<file path="src/rtl/pump_bank_fsm_pkg.sv">
// Shared definitions for the pump bank: channel state codes and command codes.
// Imported by the RTL and by the testbench so both agree on the encodings.
package pump_bank_fsm_pkg;

    typedef enum logic [1:0] {
        ST_OFF     = 2'd0,
        ST_STANDBY = 2'd1,
        ST_WORKING = 2'd2,
        ST_FAULT   = 2'd3
    } pump_state_e;

    typedef enum logic [1:0] {
        CMD_TURN_OFF = 2'd0,
        CMD_TURN_ON  = 2'd1,
        CMD_STOP     = 2'd2,
        CMD_START    = 2'd3
    } pump_cmd_e;

endpackage

</file>
<file path="src/rtl/pump_channel.sv">
// One pump channel: off/standby/working(/fault) FSM, run watchdog and output registers.
// Watchdog and FAULT handling are built only when PUMP_BANK_WATCHDOG_EN is defined.
module pump_channel
    import pump_bank_fsm_pkg::*;
#(
    parameter int MAX_RUN = 1000
)
(
    input  logic       clk,
    input  logic       rst,
    input  logic       accept,
    input  logic [1:0] command,
    input  logic       blink_phase,
    output logic       pump,
    output logic       led,
    output logic       fault
);

    pump_state_e state_r;
    pump_state_e state_s;
    logic        trip_s;
    logic        pump_s;
    logic        led_s;
    logic        fault_s;

`ifdef PUMP_BANK_WATCHDOG_EN
    localparam int RUN_W = $clog2(MAX_RUN);
    localparam logic [RUN_W-1:0] RUN_LAST = RUN_W'(MAX_RUN - 1);

    logic [RUN_W-1:0] run_cnt_r;
    logic [RUN_W-1:0] run_cnt_s;

    assign trip_s = (state_r == ST_WORKING) && (run_cnt_r == RUN_LAST);

    // Run counter next value: counts only while staying in WORKING, saturates at the trip value
    always_comb begin
        run_cnt_s = '0;
        if ((state_r == ST_WORKING) && (state_s == ST_WORKING)) begin
            if (run_cnt_r != RUN_LAST) begin
                run_cnt_s = run_cnt_r + RUN_W'(1);
            end else begin
                run_cnt_s = run_cnt_r;
            end
        end else begin
            run_cnt_s = '0;
        end
    end

    // Run counter register
    always_ff @(posedge clk or posedge rst) begin
        if (rst) begin
            run_cnt_r <= '0;
        end else begin
            run_cnt_r <= run_cnt_s;
        end
    end
`else
    logic unused_cfg_s;
    assign unused_cfg_s = 1'(MAX_RUN);
    assign trip_s       = 1'b0;
`endif

    // State register
    always_ff @(posedge clk or posedge rst) begin
        if (rst) begin
            state_r <= ST_OFF;
        end else begin
            state_r <= state_s;
        end
    end

    // Next-state logic; an explicit stop/off command outranks a watchdog trip on the same edge
    always_comb begin
        state_s = state_r;
        case (state_r)
            ST_OFF: begin
                if (accept && (command == CMD_TURN_ON)) begin
                    state_s = ST_STANDBY;
                end else begin
                    state_s = ST_OFF;
                end
            end
            ST_STANDBY: begin
                if (accept && (command == CMD_START)) begin
                    state_s = ST_WORKING;
                end else if (accept && (command == CMD_TURN_OFF)) begin
                    state_s = ST_OFF;
                end else begin
                    state_s = ST_STANDBY;
                end
            end
            ST_WORKING: begin
                if (accept && (command == CMD_STOP)) begin
                    state_s = ST_STANDBY;
                end else if (accept && (command == CMD_TURN_OFF)) begin
                    state_s = ST_OFF;
                end else if (trip_s) begin
                    state_s = ST_FAULT;
                end else begin
                    state_s = ST_WORKING;
                end
            end
            ST_FAULT: begin
                if (accept && (command == CMD_TURN_OFF)) begin
                    state_s = ST_OFF;
                end else begin
                    state_s = ST_FAULT;
                end
            end
            default: begin
                state_s = ST_OFF;
            end
        endcase
    end

    // Output decode from the next state so outputs line up with the new state
    always_comb begin
        pump_s  = 1'b0;
        led_s   = 1'b0;
        fault_s = 1'b0;
        case (state_s)
            ST_OFF: begin
                led_s = 1'b0;
            end
            ST_STANDBY: begin
                led_s = 1'b1;
            end
            ST_WORKING: begin
                pump_s = 1'b1;
                led_s  = 1'b1;
            end
            ST_FAULT: begin
                led_s   = blink_phase;
                fault_s = 1'b1;
            end
            default: begin
                led_s = 1'b0;
            end
        endcase
    end

    // Output registers
    always_ff @(posedge clk or posedge rst) begin
        if (rst) begin
            pump  <= 1'b0;
            led   <= 1'b0;
            fault <= 1'b0;
        end else begin
            pump  <= pump_s;
            led   <= led_s;
            fault <= fault_s;
        end
    end

endmodule

</file>
<file path="src/rtl/pump_bank_fsm.sv">
// N-channel pump bank: channel-select decode, shared fault-blink prescaler, per-channel FSMs.
// Optional feature macro: PUMP_BANK_WATCHDOG_EN (run watchdog, FAULT state, blinking fault LED).
module pump_bank_fsm
    import pump_bank_fsm_pkg::*;
#(
    parameter int N_PUMPS    = 4,
    parameter int CH_W       = 2,
    parameter int MAX_RUN    = 1000,
    parameter int BLINK_HALF = 8
)
(
    input  logic               clk,
    input  logic               reset,
    input  logic               update,
    input  logic [CH_W-1:0]    channel,
    input  logic [1:0]         command,
    output logic [N_PUMPS-1:0] pump,
    output logic [N_PUMPS-1:0] led,
    output logic [N_PUMPS-1:0] fault
);

    logic [N_PUMPS-1:0] accept_s;
    logic               blink_phase_s;

    // Channel decode; out-of-range channel indices match no instance and are dropped
    always_comb begin
        accept_s = '0;
        for (int i = 0; i < N_PUMPS; i++) begin
            if (update && (int'(channel) == i)) begin
                accept_s[i] = 1'b1;
            end else begin
                accept_s[i] = 1'b0;
            end
        end
    end

`ifdef PUMP_BANK_WATCHDOG_EN
    localparam int BLK_W = (BLINK_HALF > 1) ? $clog2(BLINK_HALF) : 1;
    localparam logic [BLK_W-1:0] BLK_LAST = BLK_W'(BLINK_HALF - 1);

    logic [BLK_W-1:0] blink_cnt_r;
    logic [BLK_W-1:0] blink_cnt_s;
    logic             blink_phase_r;

    // Prescaler next value; the next phase feeds the channels so a faulted LED equals the phase register
    always_comb begin
        blink_cnt_s   = '0;
        blink_phase_s = blink_phase_r;
        if (blink_cnt_r == BLK_LAST) begin
            blink_cnt_s   = '0;
            blink_phase_s = ~blink_phase_r;
        end else begin
            blink_cnt_s   = blink_cnt_r + BLK_W'(1);
            blink_phase_s = blink_phase_r;
        end
    end

    // Free-running blink prescaler shared by all channels
    always_ff @(posedge clk or posedge reset) begin
        if (reset) begin
            blink_cnt_r   <= '0;
            blink_phase_r <= 1'b0;
        end else begin
            blink_cnt_r   <= blink_cnt_s;
            blink_phase_r <= blink_phase_s;
        end
    end
`else
    logic unused_cfg_s;
    assign unused_cfg_s  = 1'(BLINK_HALF);
    assign blink_phase_s = 1'b0;
`endif

    for (genvar g = 0; g < N_PUMPS; g++) begin : g_ch
        pump_channel #(
            .MAX_RUN (MAX_RUN)
        ) u_ch (
            .clk         (clk),
            .rst         (reset),
            .accept      (accept_s[g]),
            .command     (command),
            .blink_phase (blink_phase_s),
            .pump        (pump[g]),
            .led         (led[g]),
            .fault       (fault[g])
        );
    end

endmodule

</file>
<file path="config.mk">
export PLATFORM = sky130hd
export DESIGN_NAME = pump_bank_fsm
export DESIGN_NICKNAME = d
export VERILOG_FILES = /design/src/rtl/pump_bank_fsm_pkg.sv /design/src/rtl/pump_channel.sv /design/src/rtl/pump_bank_fsm.sv
export SDC_FILE = /design/constraint.sdc
export NUM_CORES = 1
export LEC_CHECK = 0
export ABC_AREA = 1
export BUFFER_PORTS_ARGS = -buffer_cell sky130_fd_sc_hd__clkbuf_2
export CORE_AREA = 3 3 50 52
export DETAILED_ROUTE_END_ITERATION = 7
export DIE_AREA = 0 0 53 55
export GPL_TIMING_DRIVEN = 0
export HOLD_SLACK_MARGIN = 0.03
export PLACE_DENSITY = 0.8
export SYNTH_ARGS = -nofsm -noshare
export SYNTH_HDL_FRONTEND = slang
export SYNTH_SLANG_ARGS = --single-unit
export TNS_END_PERCENT = 30
</file>
<file path="constraint.sdc">
create_clock -name clk -period 2 [get_ports clk]
set_input_delay 0.3 -clock clk [delete_from_list [all_inputs] [get_ports clk]]
set_output_delay 0.3 -clock clk [all_outputs]
set_load 0.01 [all_outputs]
</file>
# Word level (Yosys, flattened, before mapping)
# Index checks and enable logic that the tools add are counted.
# totals
in_bits	7
output_inout_bits	12
reg_bits	20
# op_classes
reduce_logical	38
n_mux	44
eq_ne	30
# ops
operator	count
2-bit == test, second input constant	20
2-bit two-way mux	16
2-bit one-hot mux with 4 select lines	4
2-bit by 1-bit == test with 1-bit output, second input constant	10
1-bit logical AND	20
2-bit zero test	10
1-bit two-way mux	20
2-bit OR reduction	8
1-bit one-hot mux with 2 select lines	4

# Depth between registers and ports, before layout
# Gate-level depths: netlist of the first run.
# logic_depth
word_depth	10
ltp_mapped	9
ltp_nobuf	8

# Cells and area by module
# Synthesis of the first run repeated with hierarchy kept, for this count alone.
# unflattened
hier_cells	161
hier_area_um2	1214.9
# modules_own_cells
module	cells_each	seq_area_each_um2	area_each_um2	n_inst
pump_channel	38	125.1	295.3	4
pump_bank_fsm	9	0.0	33.8	1

# Least setup slack after synthesis of the first run
# No wires, ideal clock.
# synth_timing
path_type	input to register
from	input channel[1]
to	register g_ch[0].u_ch.led
n_path_buf	1
stages	7
arrival_ps	1326
setup_ps	113
slack_ps	561
required_time_ps	1887
cell_sequence	buf_2 nor3_2 inv_2 o21ai_1 nand3_1 ha_1 inv_1
# synth_between
elab_chain_cells	10
word_cells_on_any_way	21
classes_between	3 x eq/ne; 9 x mux; 9 x reduce/logical
# synth_lines
element	line_no	rtl
from (decl)	pump_bank_fsm.sv:15	input logic [CH_W-1:0] channel,
2-bit zero test (*)	pump_bank_fsm.sv:29	if (update && (int'(channel) == i)) begin
1-bit logical AND (*)	pump_bank_fsm.sv:29	
1-bit two-way mux (*)	pump_bank_fsm.sv:29	
1-bit logical AND	pump_channel.sv:95, pump_channel.sv:104	
2-bit two-way mux	pump_channel.sv:95	end else if (accept && (command == CMD_TURN_OFF)) begin
2-bit two-way mux	pump_channel.sv:93	if (accept && (command == CMD_STOP)) begin
2-bit one-hot mux with 4 select lines (*)	pump_channel.sv:75	case (state_r)
via g_ch[0].u_ch.state_s[1]	pump_channel.sv:20	pump_state_e state_s;
2-bit == test, or another cell as far along	pump_channel.sv:121	case (state_s)
2-bit OR reduction (no line)	--	
1-bit one-hot mux with 2 select lines (*)	pump_channel.sv:121	
via g_ch[0].u_ch.led_s	pump_channel.sv:23	logic led_s;
to (signal assigned)	pump_channel.sv:150	led <= led_s;
to (decl)	pump_channel.sv:15	output logic led,
# The timed path passes the listed nets; every way through them passes the cells marked *.

# Final worst setup path of the first run
# layout_timing
from	input channel[0]
to	register g_ch[0].u_ch.led
# Same word-level chain as after synthesis.

==> results.cfg, run 1 <==
[synthesis]
synth_cells = 145
syn-num-nets = 160
ys_warn_count = 0
synth.distinct_cells = 19
ys_seq_area_share_pct = 40.8
synth_seq_cells = 20
syn_area_per_cell_sq_um = 8.47
syn-cell-area_sq_mm = 0.00123

[floorplan]
core_sq_mm = 0.00215
start_util_pct = 57.1
die_w_um = 53
die_h_um = 55
rows = 17
ioPinCount = 19
die-area_sq_mm = 0.00292

[status]
status = completed

[sta]
fin_tns_setup_ns = 0
fin_worst_skew_ns = 0.000492
fin_crit_sh_pct = 67.9
tightest_slew_ns = 0.769
max_slew_margin_pct = 48.7
rsz0062_at_grt = no
hold_violations = 0
drv_slew = 0
max_freq_mhz = 737
post-route-min-period_ns = 1.36
hold_slack_ns = 0.108
finalSetupViolations = 0

[job]
drv_cap = 0

[grt]
overflow = 0
grt_util_all_layers_pct = 18.5
grt_max_degree = 21
grt_pass1_vias = 981
grt_pass1_wl_um = 4020
antenna_found_initial = 0

[layout]
fill_cells = 176
area_growth_pct = 11.6
final_core_util_pct = 63.8
layout-drive-gt1-share_pct = 29.7
fin_nets = 182
finalNonFillerCells = 193
stdcell_area_sq_mm = 0.00137
diodes = 0
multi_input_area_sq_um = 553
regArea_sq_um = 500

[drt]
drc = 0
wire_per_inst_um = 12.3
drt-total-wl_um = 2380
antenna_left = 0
dr_total_vias = 1023
firstDrtPassIters = 4
routed_via_density = 5.30
drtIter0Drc = 39

[cts]
ctsHoldBuffers = 0
path_clk_slew_ns = 0.11
clk_latency_ns = 0.28
htreeDepth = 1
cts_setup_buffers = 0
clockBufferDepth = 2
cts_sinks = 20
cts.repair.resized = 0
cts_buffers = 3
cts_tree = built
cts-root-buf = clkbuf_4

[setup_path]
cp-end-kind = flop
cp.required_ns = 2.19
cpLargestDelayFamily = simple AND/OR/NAND/NOR gates
cp_cell_sequence = clkbuf_2 -> nor3_2 -> inv_2 -> o21ai_1 -> nand3_1 -> ha_1 -> inv_1
start_kind = input pin
crit_fanout = 5
worst-setup-path-type = input pin to flop
crit_slowest_cell = nor3_2
path_buf_inv = 3
worst_path_largest_cell_delay_ns = 0.39
arrival_ns = 1.55

[power]
p_leak_uw = 0.000756
peakVddDrop_mv = 0.720
p_per_area_mw_per_mm2 = 995

[placement]
io_buffers = 17
dp.cells = 190
dp_hpwl_um = 1840
dpl-instance-area_sq_mm = 0.00135
gp_congestion = 0.891

[min_path]
hp-class = input pin to asynchronous set/reset pin
## stage by stage
stage	setup slack [ns]	total power, uW
6_report	0.643	1360
5_1_grt	0.578	1480
4_1_cts	0.667	1370
3_5_place_dp	0.369	1190
3_3_place_gp	0.417	1140
2_1_floorplan	0.561	1020
## path summary, 6_finish.rpt
check	slack, ns	cells after the start	from	end
setup / recovery	0.64	7	channel[0]	g_ch[0].u_ch.led$_DFF_PP0_
hold / removal	0.11	2	reset	g_ch[1].u_ch.state_r[0]$_DFF_PP0_
setup reg to reg	0.71	7	g_ch[0].u_ch.state_r[0]$_DFF_PP0_	g_ch[0].u_ch.led$_DFF_PP0_
hold reg to reg	0.66	2	g_ch[1].u_ch.state_r[0]$_DFF_PP0_	g_ch[1].u_ch.state_r[0]$_DFF_PP0_
max in group asynchronous	1.41	2	reset	g_ch[0].u_ch.pump$_DFF_PP0_
min in group clk	0.49	3	channel[1]	g_ch[2].u_ch.state_r[0]$_DFF_PP0_
## cells in the final DEF (no fill, tap or decap), drive strengths merged
cell	instances
o211ai	1
inv	21
nand2	16
buf	13
nor2	16
clkbuf	20
dfrtp	20
ha	8
o21ai	9
nand3	31
nand4	9
nor3	1
## worst reg2reg max path, stage by stage (launching register included)
cell	delay [ns]
dfrtp_1	0.40
inv_1	0.08
nor2_1	0.13
nand3_1	0.12
nand3_1	0.09
nand2_1	0.06
ha_1	0.27
inv_1	0.04
## kinds of logic after synthesis
group                      after synthesis  synth area share (%)
adders and majority gates                8                  8.16
buffers and inverters                   34                  14.2
AOI/OAI and AO/OA                       10                  4.28
DFF                                     20                  40.8
and+or+nand+nor                         73                  32.6
## layout make-up
| type | instances | share of cell area, % |
|---|---|---|
| Multi-Input combinational cell | 91 | 40.4 |
| Sequential cell | 20 | 36.5 |
| Buffer | 13 | 6.94 |
| Timing Repair Buffer | 17 | 6.21 |
| Inverter | 21 | 5.75 |
| Tap cell | 28 | 2.56 |
| Clock buffer | 3 | 1.64 |
## metal layers
metal	share of wire (%)	GRT usage, %	wire (um)
met5	0	0	0
met4	0	4.68	0
met3	4.1	2.41	97
met2	53	34.9	1250
met1	43	22.1	1030
## registers in the layout, summed over array words and instances, names as in the netlist
signal	cells
g_ch.u_ch.pump	4
g_ch.u_ch.led	4
g_ch.u_ch.fault	4
g_ch.u_ch.state_r	8
## Yosys cell counts
library cell / n / area, sq um
o21ai_0: 1 / 5.00
inv_1: 14 / 52.6
buf_4: 12 / 90.1
dfrtp_1: 20 / 500
ha_1: 8 / 100
nand2_4: 1 / 11.3
nand2_1: 15 / 56.3
nor2_8: 1 / 20.0
buf_2: 1 / 5.00
nand3_1: 29 / 145
inv_2: 7 / 26.3
nor2_1: 11 / 41.3
nor2_4: 3 / 33.8
o211ai_1: 1 / 7.51
nand3_2: 2 / 20.0
nor3_2: 1 / 10.0
nand4_1: 9 / 56.3
nor2_2: 1 / 6.26
o21ai_1: 8 / 40.0
## where the power goes
group	internal (uW)	switching, uW
combinational	245	338
clock	69.9	116
sequential	520	74.9
total	835	529
Power figures use the tool's default switching activity.
==> run 2, diff against run 1 <==
- CORE_AREA: 3 3 50 52 -> 3 3 54 56
- DIE_AREA: 0 0 53 55 -> 0 0 57 59
- PLACE_DENSITY: 0.8 -> 0.72
- clock period: 2 -> 1.1 ns (I/O delays scaled with it)
==> run 2 against run 1 <==
Compared with the run above: the run now ends with negative hold slack, negative setup slack left; count of clock-buffer cells in the layout unchanged; sequential power up 92%; non-clock buffer count up 10; final cell count up 6.2%; sequential cell count unchanged; combinational power rose to 2.7 times the previous value; setup slack worse by 0.76 ns; hold slack worse by 0.16 ns; wire length up 19%; total power up 120%; sequential share of layout area down 5.5 points.
==> results.cfg, run 2 (synthesis results as in run 1) <==
[status]
status = finished, violations left
violations = negative hold slack, negative setup slack

[floorplan]
rows = 18
ioPinCount = 19
start_util_pct = 49.5
die_w_um = 57
core_sq_mm = 0.00248
die_h_um = 59
die-area_sq_mm = 0.00336

[cts]
clockBufferDepth = 2
cts_sinks = 20
htreeDepth = 1
cts_buffers = 3
clk_latency_ns = 0.30
cts_tree = built
cts-root-buf = clkbuf_4
path_clk_slew_ns = 0.11

[setup_path]
crit_path_end = g_ch[2].u_ch.led$_DFF_PP0_
r2r_start = g_ch[2].u_ch.state_r[1]$_DFF_PP0_
cp-end-kind = flop
worst_path_largest_cell_delay_ns = 0.49
r2r_setup_slack_ns = -0.11
startpoint = g_ch[2].u_ch.state_r[1]$_DFF_PP0_
crit_slowest_cell = dfrtp_2
r2r.worst_path.cells = 6
worst-setup-path-type = flop to flop
timing.rr.end = g_ch[2].u_ch.led$_DFF_PP0_
start_kind = flop
cp.required_ns = 1.31
cp_cell_sequence = nor2_4 -> nand3_2 -> nand3_1 -> nand2_1 -> ha_1 -> inv_1
arrival_ns = 1.42
crit_fanout = 5

[sta]
layout_setup_ws_ns = -0.113
finalSetupViolations = 10
max_slew_margin_pct = 51.0
max_freq_mhz = 824
drv_slew = 0
fin_worst_skew_ns = 0.000626
hold_slack_ns = -0.0482
tightest_slew_ns = 0.734
rsz0062_at_grt = yes
fin_crit_sh_pct = 110
post-route-min-period_ns = 1.21
hold_violations = 20

[drt]
antenna_left = 0
drc = 0
dr_total_vias = 1111
wire_per_inst_um = 13.8
routed_via_density = 5.42
drt-total-wl_um = 2820
firstDrtPassIters = 4
drtIter0Drc = 33

[layout]
area_growth_pct = 33.3
finalNonFillerCells = 205
regArea_sq_um = 508
final_cell_mix = buf_4, nand3_1, clkbuf_2, dfrtp_1, inv_2
layout-drive-gt1-share_pct = 56.0
final_common_cell = buf_4
diodes = 0
largest_register = g_ch.u_ch.state_r
largest_reg_flops = 8
fill_cells = 189
multi_input_area_sq_um = 702
fin_nets = 192

[min_path]
hp-class = input pin to asynchronous set/reset pin

[power]
peakVddDrop_mv = 1.37
p_leak_uw = 0.000846
p_per_area_mw_per_mm2 = 1860

[placement]
io_buffers = 17
dp.cells = 192
dp_slack_ns = -0.328
dp_hpwl_um = 1790
gp_congestion = 0.904

[grt]
antenna_found_initial = 0
grt_pass1_vias = 1130
grt_pass1_wl_um = 4770
grt_util_all_layers_pct = 18.1
grt_max_degree = 21
overflow = 0

[job]
drv_cap = 0
run 2: cell types whose count changed in the layout (fill, tap and decap cells not counted), sizes merged:
cell and change:
buf +10
run 2: report_power, final:
| part | leakage, uW | internal, uW | switching [uW] |
|---|---|---|---|
| Clock | 0.0000138 | 128 | 214 |
| Sequential | 0.000260 | 959 | 186 |
| Combinational | 0.000572 | 750 | 802 |
run 2: cell type report:
type                    count  area share, %
clock buffers               3           1.38
repair buffers             27           10.7
well taps                  30           2.29
inverters                  21           4.97
flip-flops and latches     20           31.0
multi-input cells          91           42.9
plain buffers              13           6.73
run 2: through the flow:
stage	setup TNS, ns	area [sq um]	util, %	total power [uW]	hold WS [ns]
after floorplan	-0.247	1250	-	1870	0.129
after global placement	-2.54	1370	55.5	2100	0.304
after detailed placement	-2.88	1370	55.5	2160	0.313
after CTS	-0.641	1480	59.9	2700	-0.0120
after global routing	-1.73	1640	66.1	3310	0.0143
final	-0.688	1640	66.1	3040	-0.0482
run 2: worst min path at each step:
stage / end / start / cells past startpoint / slack [ns]
2_1_floorplan: g_ch[0].u_ch.fault$_DFF_PP0_ / reset / 1 / 0.13
3_3_place_gp: g_ch[1].u_ch.led$_DFF_PP0_ / reset / 2 / 0.30
3_5_place_dp: g_ch[1].u_ch.led$_DFF_PP0_ / reset / 2 / 0.31
4_1_cts: g_ch[1].u_ch.led$_DFF_PP0_ / reset / 2 / -0.01
5_1_grt: g_ch[3].u_ch.pump$_DFF_PP0_ / reset / 2 / 0.01
6_report: g_ch[1].u_ch.led$_DFF_PP0_ / reset / 2 / -0.05
run 2: repair_timing:
item                                    CTS  global route
gates resized for setup                  12            38
endpoints found under the setup margin   12            26
buffers inserted                          8             2
endpoints found under the hold margin    20            20
pin swaps                                11            10
run 2: routing by layer:
layer	global-route usage (%)	wire (um)	vias up	share of wire, %
li1	-	-	534	-
met1	21.4	1090	526	39
met2	33.1	1520	44	54
met3	1.96	160	7	5.7
met4	7.95	51	0	1.8
met5	0	0	-	0
run 2: critical path, delay by kind of cell (launching register included):
family        cells  cell delay (ns)
simple gates      4             0.32
fa+ha+maj         1             0.27
flops             1             0.49
buf+inv           1             0.04
==> run 3, diff against run 2 <==
- ABC_AREA: 1 -> unset
- CORE_AREA: 3 3 54 56 -> 3 3 52 54
- DIE_AREA: 0 0 57 59 -> 0 0 55 57
- PLACE_DENSITY: 0.72 -> 0.7
==> run 3 against run 2 <==
Compared with the run above: the flow finishes with violations (negative setup slack); sequential power decreased by 25%; cell area decreased by 19%; setup slack got worse by 0.18 ns; clock skew about the same; largest power group is now registers; count of clock-buffer cells in the layout unchanged; core utilization decreased by 7.1 points; hold slack improved by 0.34 ns; area after synthesis decreased by 12%; critical path type unchanged.
==> results.cfg, run 3 <==
[status]
status = finished, violations left
violations = negative setup slack

[grt]
grt_max_degree = 21
overflow = 0
antenna_found_initial = 0
grt_pass1_vias = 844
grt_util_all_layers_pct = 14.2
grt_pass1_wl_um = 3330

[sta]
hold_violations = 0
drv_slew = 0
layout_setup_ws_ns = -0.290
post-route-min-period_ns = 1.39
finalSetupViolations = 11
tightest_slew_ns = 0.428
hold_slack_ns = 0.295
fin_crit_sh_pct = 126
fin_worst_skew_ns = 0.000388
fin_tns_setup_ns = -1.85
max_slew_margin_pct = 71.4
rsz0062_at_grt = yes
max_freq_mhz = 720

[synthesis]
syn_area_per_cell_sq_um = 10.4
synth_edf_count = 0
synth_area_leaders = dfrtp_1, ha_1, buf_4
synth_flop_cell = dfrtp_1
yosysMostFrequentCell = dfrtp_1
synth.distinct_cells = 27
synth_seq_cells = 20
async_reset_ff_share_pct = 100
syn-cell-area_sq_mm = 0.00108
synth_common_cells = dfrtp_1, buf_4, inv_1
synth_cells = 104
netlist.area_leader.share_pct = 46.5
yosysTopAreaCell = dfrtp_1
syn-num-nets = 119
ys_warn_count = 0
ys_seq_area_share_pct = 46.5

[setup_path]
arrival_ns = 1.59
worst_path_largest_cell_delay_ns = 0.44
cp_cell_sequence = or2_4 -> a21oi_4 -> or3_1 -> ha_1 -> inv_1
crit_fanout = 5
path_buf_inv = 1
start_kind = flop
crit_slowest_cell = dfrtp_1
cp.required_ns = 1.30
cp-end-kind = flop
worst-setup-path-type = flop to flop
cpLargestDelayFamily = simple AND/OR/NAND/NOR gates

[floorplan]
rows = 17
core_sq_mm = 0.00225
start_util_pct = 47.8
die-area_sq_mm = 0.00314
die_w_um = 55
die_h_um = 57
ioPinCount = 19

[job]
drv_cap = 0

[drt]
drt-total-wl_um = 1940
firstDrtPassIters = 4
dr_total_vias = 818
wire_per_inst_um = 12.4
routed_via_density = 5.24
drtIter0Drc = 6
drc = 0
antenna_left = 0

[cts]
clk_latency_ns = 0.29
cts_buffers = 3
htreeDepth = 1
cts_tree = built
cts-root-buf = clkbuf_4
cts_sinks = 20
path_clk_slew_ns = 0.10
clockBufferDepth = 2

[placement]
dp_hpwl_um = 1360
io_buffers = 17
gp_congestion = 0.790

[layout]
final_cell_mix = dfrtp_1, clkbuf_2, buf_4, inv_1, ha_1
fin_nets = 145
largest_register = g_ch.u_ch.state_r
area_growth_pct = 23.3
diodes = 0
layout-drive-gt1-share_pct = 44.5
final_common_cell = dfrtp_1
fill_cells = 191
largest_reg_flops = 8

[power]
p_per_area_mw_per_mm2 = 1210
peakVddDrop_mv = 0.877
p_leak_uw = 0.000625

[min_path]
hp-class = input pin to flop
## run 3: cell count changes in the layout (fill, tap and decap cells not counted), moves of 5 or more
cell | previous run | this run
nand3_1 | 17 | 3
inv_2 | 13 | 0
nand3_2 | 12 | 0
nand4_1 | 9 | 1
nand2_1 | 12 | 5
nor2_4 | 7 | 0
o21ai_1 | 7 | 0
dfrtp_1 | 14 | 20
dfrtp_2 | 6 | 0
nand3b_1 | 0 | 5
## run 3: area by class of cell
class,count,area (sq um),area share (%)
buffer,15,108,8.10
clock buffer,3,22.5,1.69
inverter,9,37.5,2.82
multi-input combinational,60,508,38.2
sequential,20,500,37.7
tap,28,35.0,2.64
timing repair buffer,21,118,8.85
## run 3: path summary, 6_finish.rpt
path	end	startpoint	cells past startpoint	slack [ns]
worst min-delay path	g_ch[0].u_ch.state_r[0]$_DFF_PP0_	command[0]	3	0.29
max in group asynchronous	g_ch[0].u_ch.pump$_DFF_PP0_	reset	3	0.43
min in group asynchronous	g_ch[3].u_ch.fault$_DFF_PP0_	reset	3	0.41
worst max register to register	g_ch[1].u_ch.led$_DFF_PP0_	g_ch[1].u_ch.state_r[0]$_DFF_PP0_	5	-0.29
worst min register to register	g_ch[1].u_ch.state_r[1]$_DFF_PP0_	g_ch[1].u_ch.state_r[1]$_DFF_PP0_	2	0.64
worst max-delay path	g_ch[1].u_ch.led$_DFF_PP0_	g_ch[1].u_ch.state_r[0]$_DFF_PP0_	5	-0.29
## run 3: what timing repair did
action / in CTS / in global routing
hold buffers: 1 / 0
resized for setup: 3 / 14
pin swaps: 3 / 4
buffers inserted: 2 / 1
hold endpoints to repair: 20 / 0
setup endpoints to repair: 11 / 45
## run 3: worst register-to-register path, stage by stage (launching register included)
cell and delay, ns:
dfrtp_1 0.44, or2_4 0.16, a21oi_4 0.05, or3_1 0.35, ha_1 0.28, inv_1 0.03
## run 3: where the power goes
group	leakage, uW	switching (uW)	internal [uW]
Combinational	0.000371	204	216
Sequential	0.000239	40.5	811
Clock	0.0000138	203	127
## run 3: logic make-up (layout without fill, tap and decap cells)
| family | after synthesis | count (layout) | share of synthesized area (%) |
|---|---|---|---|
| simple gates | 33 | 33 | 19.4 |
| buf+inv | 24 | 48 | 12.8 |
| flops | 20 | 20 | 46.5 |
| compound gates | 16 | 16 | 9.29 |
| fa+ha+maj | 8 | 8 | 9.29 |
| mux | 3 | 3 | 2.79 |
## run 3: stage by stage
stage	cells	cell area [sq um]	total power (uW)	util, %	setup slack [ns]
finish	156	1330	1600	58.9	-0.290
CTS	155	1270	1590	56.3	-0.272
floorplan	104	1090	1120	-	-0.178
global route	156	1330	1710	58.9	-0.339
global placement	149	1210	1220	53.6	-0.388
detailed placement	149	1210	1240	53.6	-0.464
## run 3: layer usage
layer  vias up  global-route usage (%)  part of all wire [%]
met2        25                    23.1                    53
met1       391                    16.9                    41
met3         2                    2.35                   5.4
met5         -                       0                     0
li1        400                       -                     -
met4         0                    8.33                  0.72
